[config.mk]
export PLATFORM = sky130hd
export DESIGN_NAME = instruction_fetch
export DESIGN_NICKNAME = d
export VERILOG_FILES = /design/src/rtl/instruction_fetch.sv
export SDC_FILE = /design/constraint.sdc
export NUM_CORES = 2
export LEC_CHECK = 0
export CORE_AREA = 2 2 234 236
export DETAILED_ROUTE_END_ITERATION = 7
export DIE_AREA = 0 0 236 238
export GPL_ROUTABILITY_DRIVEN = 0
export HOLD_SLACK_MARGIN = 0.03
export PLACE_DENSITY = 0.77
export SLEW_MARGIN = 20
export SYNTH_ARGS = -nofsm -noshare
export SYNTH_HDL_FRONTEND = slang
export SYNTH_SLANG_ARGS = --single-unit
[constraint.sdc]
create_clock -name clk -period 44 [get_ports clk]
set_clock_uncertainty 0.1 [all_clocks]
set_input_delay 8.8 -clock clk [delete_from_list [all_inputs] [get_ports clk]]
set_output_delay 8.8 -clock clk [all_outputs]
set_load 0.01 [all_outputs]
[src/rtl/instruction_fetch.sv]
// Instruction-fetch stage: requests a 16-word line, latches it, then issues
// it to decode as eight even/odd pairs before fetching the next line.
module instruction_fetch #(
    parameter int unsigned LINE_WORDS = 16,
    parameter int unsigned PC_W       = 8
) (
    input  logic            clk,
    input  logic            reset,
    input  logic [0:31]     instr [0:LINE_WORDS-1],
    output logic [PC_W-1:0] pc,
    output logic            read_enable,
    output logic [31:0]     ins_even,
    output logic [31:0]     ins_odd,
    output logic [PC_W-1:0] ins_pc,
    output logic            ins_valid
);

    typedef enum logic [1:0] {StIdle, StFetch, StWait, StIssue} state_e;

    state_e      state_q, state_d;
    logic [2:0]  pair_q;
    logic [0:31] buffer_q [0:LINE_WORDS-1];

    logic [2:0]  pair_nxt;
    logic [3:0]  even_idx;
    logic [3:0]  odd_idx;

    // Index of the pair issued on the next cycle of ISSUE.
    always_comb begin
        pair_nxt = pair_q + 3'd1;
        even_idx = {pair_nxt, 1'b0};
        odd_idx  = {pair_nxt, 1'b1};
    end

    // Next-state logic: fixed FETCH -> WAIT -> ISSUE(x8) loop.
    always_comb begin
        state_d = state_q;
        unique case (state_q)
            StIdle:  state_d = StFetch;
            StFetch: state_d = StWait;
            StWait:  state_d = StIssue;
            StIssue: if (pair_q == 3'd7) state_d = StFetch;
            default: state_d = StIdle;
        endcase
    end

    // State register, request strobe, line buffer and registered issue ports.
    always_ff @(posedge clk or posedge reset) begin
        if (reset) begin
            state_q     <= StIdle;
            pc          <= '0;
            read_enable <= 1'b0;
            ins_even    <= '0;
            ins_odd     <= '0;
            ins_pc      <= '0;
            ins_valid   <= 1'b0;
            pair_q      <= '0;
            for (int k = 0; k < LINE_WORDS; k++) begin
                buffer_q[k] <= '0;
            end
        end else begin
            state_q     <= state_d;
            read_enable <= (state_d == StFetch);
            unique case (state_q)
                StWait: begin
                    // instr is only sampled at the end of WAIT, never on the
                    // edge that also samples read_enable=1.
                    for (int k = 0; k < LINE_WORDS; k++) begin
                        buffer_q[k] <= instr[k];
                    end
                    // Pair 0 comes straight from the bus so it issues this edge.
                    pair_q    <= '0;
                    ins_even  <= instr[0];
                    ins_odd   <= instr[1];
                    ins_pc    <= pc;
                    ins_valid <= 1'b1;
                end
                StIssue: begin
                    if (pair_q == 3'd7) begin
                        pc        <= pc + PC_W'(LINE_WORDS);
                        ins_valid <= 1'b0;
                    end else begin
                        pair_q   <= pair_nxt;
                        ins_even <= buffer_q[even_idx];
                        ins_odd  <= buffer_q[odd_idx];
                        ins_pc   <= pc + PC_W'(even_idx);
                    end
                end
                default: ;
            endcase
        end
    end

endmodule

==> results.ini <==
[run_status]
status=finished clean

[worst_setup_path]
cp-start-kind=flop
worstPathArrival_ps=2070
cp_max_fo=25
worst_setup_path_end_kind=output pin
path_buf_inv=1
cp_cell_sequence=clkdlybuf4s50_1
cpMaxStageDelayCell=dfrtp_4
ff2ff_path_depth=5
path_class=reg2out
reg2reg_slack_ps=40080
crit_path_max_incr_delay_ps=790
worstReg2RegEnd=buffer_q[98]
required_ps=35100
cp_top_family=flip-flops
r2r-start=state_q[1]
crit_start=pair_q[0]

[routing]
vias=16800
wl_um=73000
drt-vias-per-instance=5.62
drc=0
dr_wl_met2_um=36200
first_pass_iters=5
dr.max_layer_used=met5
routedLengthMet1_um=28000
drtIter0Drc=1012
wl_met3_um=5930
post_drt_wl_per_cell_um=24.5
ant_nets=0

[synth]
synthAdderAreaFrac_pct=0.145
avgSynthCellArea_sq_um=15.6
synth_mux_area_share_pct=33.5
synthSimpleGateAreaFrac_pct=1.41
seq_area_frac_synth_pct=57.1
synth-seq-cells=591
syn-instance-count=1659
synth_xor_area_share_pct=0.101
synth_area_sq_um=25900
synth_compound_area_share_pct=4.53
ys_warn_count=0
ys_types=31
synth_top_family_by_area=multiplexers

[clock_tree]
cts_repair_resize_count=0
cts-root-buf=clkbuf_16
clock_path_buffers=3
clk_pin_slew_ps=60
numCtsBuffers=61
holdBufCountCts=0
clock-sinks=591
post_cts_buffers=0
cts_tree=done
ctsHtreeMaxLevel=2
clk-insertion-delay-late_ps=610

[layout]
syn2layout_area_growth_pct=32.5
fin_area_sq_um=34300
drive_above_1_share_pct=33.9
final_cell_mix=dfrtp_1, clkdlybuf4s50_1, mux2_2
final_nets=2724

[hold_path]
hp-class=reg2reg
min-delay-start=ins_pc[5]
min_to=ins_pc[5]
whs_path_depth=2

[timing]
maxSlewHeadroom_pct=12.9
fin_crit_ps=10970
setup_viol=0
fmax_mhz=91.2
hold_violations=0
finalMaxSlewViolations=0
period_share_pct=24.9
rsz0062_at_grt=false
tns_ps=0
tightest_slew_ps=1310

[run]
drv_cap=0

[grt]
grt-ovfl-total=0
grt_antenna_before_repair=41
grtUsageTotal_pct=26.0
grt_max_degree=202
grt_pass1_wl_um=110000
grt_pass1_vias=18300

[die]
die_h_um=238
core_area_sq_um=53500
fp.dieArea_sq_um=56200
num_rows=85
die_x_um=236
start_util_pct=48.4
ios=596

[power_and_ir_drop]
ir_worst_vdd_mv=0.0296
leakagePower_uw=0.0137
power-per-cell-area_nw_per_um2=35.6

[placed_design]
port-buffer-count=590
hpwlAfterDp_um=48500
placed_cell_area_sq_um=32100

-- where the power goes --
part           switching, uW  internal, uW  leakage [uW]
clock network            215           317       0.00105
registers               14.2           571       0.00688
logic                   33.1          72.5       0.00575
total                    262           960        0.0137
-- kinds of logic after synthesis --
family	count (synthesis)
mux	641
flops	591
compound gates	199
buf+inv	131
simple gates	90
fa+ha+maj	3
xor+xnor	3
other cells	1
-- worst max-delay path by stage --
stage | cells after the start | endpoint | slack (ps)
after global placement | 4 | buffer_q[160] | 31910
after global routing | 4 | buffer_q[30] | 32760
after floorplan | 1 | buffer_q[0] | 18560
final | 1 | ins_pc[1] | 33030
after CTS | 4 | buffer_q[160] | 32430
after detailed placement | 4 | buffer_q[224] | 31760
-- through the flow --
step / utilization [%] / setup WS, ps / cells / power, uW / hold WS [ps]
5_1_grt: 64.1 / 32760 / 2976 / 1270 / 407
6_report: 64.2 / 33030 / 2983 / 1220 / 396
3_5_place_dp: 60.0 / 31760 / 2838 / 700 / 380
2_1_floorplan: - / 18560 / 1663 / 633 / 372
3_3_place_gp: 60.0 / 31910 / 2838 / 696 / 362
4_1_cts: 63.9 / 32430 / 2953 / 1240 / 394
-- final cells by class --
cell class / count / area [sq um]
repair buffers: 608 / 6130
clock inverters: 24 / 255
multi-input cells: 941 / 10300
fillers: 3908 / 19200
diodes: 28 / 70.1
flip-flops and latches: 591 / 14800
well taps: 696 / 871
clock buffers: 91 / 1840
inverters: 4 / 27.5
-- synthesized netlist by cell type --
| cell | count | area [sq um] |
|---|---|---|
| a21oi_1 | 129 | 646 |
| a21bo_2 | 1 | 10.0 |
| o21a_1 | 1 | 7.51 |
| buf_12 | 1 | 20.0 |
| mux4_1 | 5 | 131 |
| nor2_1 | 65 | 244 |
| nor2_4 | 1 | 11.3 |
| nand2_1 | 17 | 63.8 |
| xnor2_1 | 2 | 17.5 |
| ha_1 | 3 | 37.5 |
| nand3_1 | 2 | 10.0 |
| mux2_2 | 513 | 5780 |
| o21ai_0 | 1 | 5.00 |
| nor2b_1 | 1 | 6.26 |
| a22oi_1 | 65 | 488 |
| xor2_1 | 1 | 8.76 |
| inv_1 | 4 | 15.0 |
| buf_2 | 32 | 160 |
| conb_1 | 1 | 3.75 |
| and3_1 | 1 | 6.26 |
| buf_6 | 9 | 101 |
| buf_1 | 5 | 18.8 |
| nand4b_1 | 1 | 8.76 |
| o2bb2ai_1 | 1 | 8.76 |
| nand4_1 | 1 | 6.26 |
| buf_4 | 57 | 428 |
| mux4_2 | 123 | 2770 |
| dfrtp_1 | 591 | 14800 |
| a21boi_1 | 1 | 7.51 |
| clkbuf_1 | 23 | 86.3 |
| and3b_1 | 1 | 8.76 |
-- state kept, by name, indices dropped and copies added (netlist names) --
name and count:
read_enable 1, ins_even 32, ins_odd 32, ins_pc 5
state_q 2, buffer_q 512, ins_valid 1, pc 4
pair_q 2
-- metal layers --
layer	vias to the layer above	GRT usage (%)
li1	7305	-
met4	30	12.0
met1	8650	31.7
met5	-	0
met2	596	42.7
met3	179	7.91
-- worst register-to-register path, delay by kind of cell, from the launching register on --
kind | cells | cell delay (ps)
buffers and inverters | 3 | 1580
AND/OR/NAND/NOR | 1 | 740
multiplexers | 1 | 850
flip-flops | 1 | 510
Power figures use the tool's default switching activity.
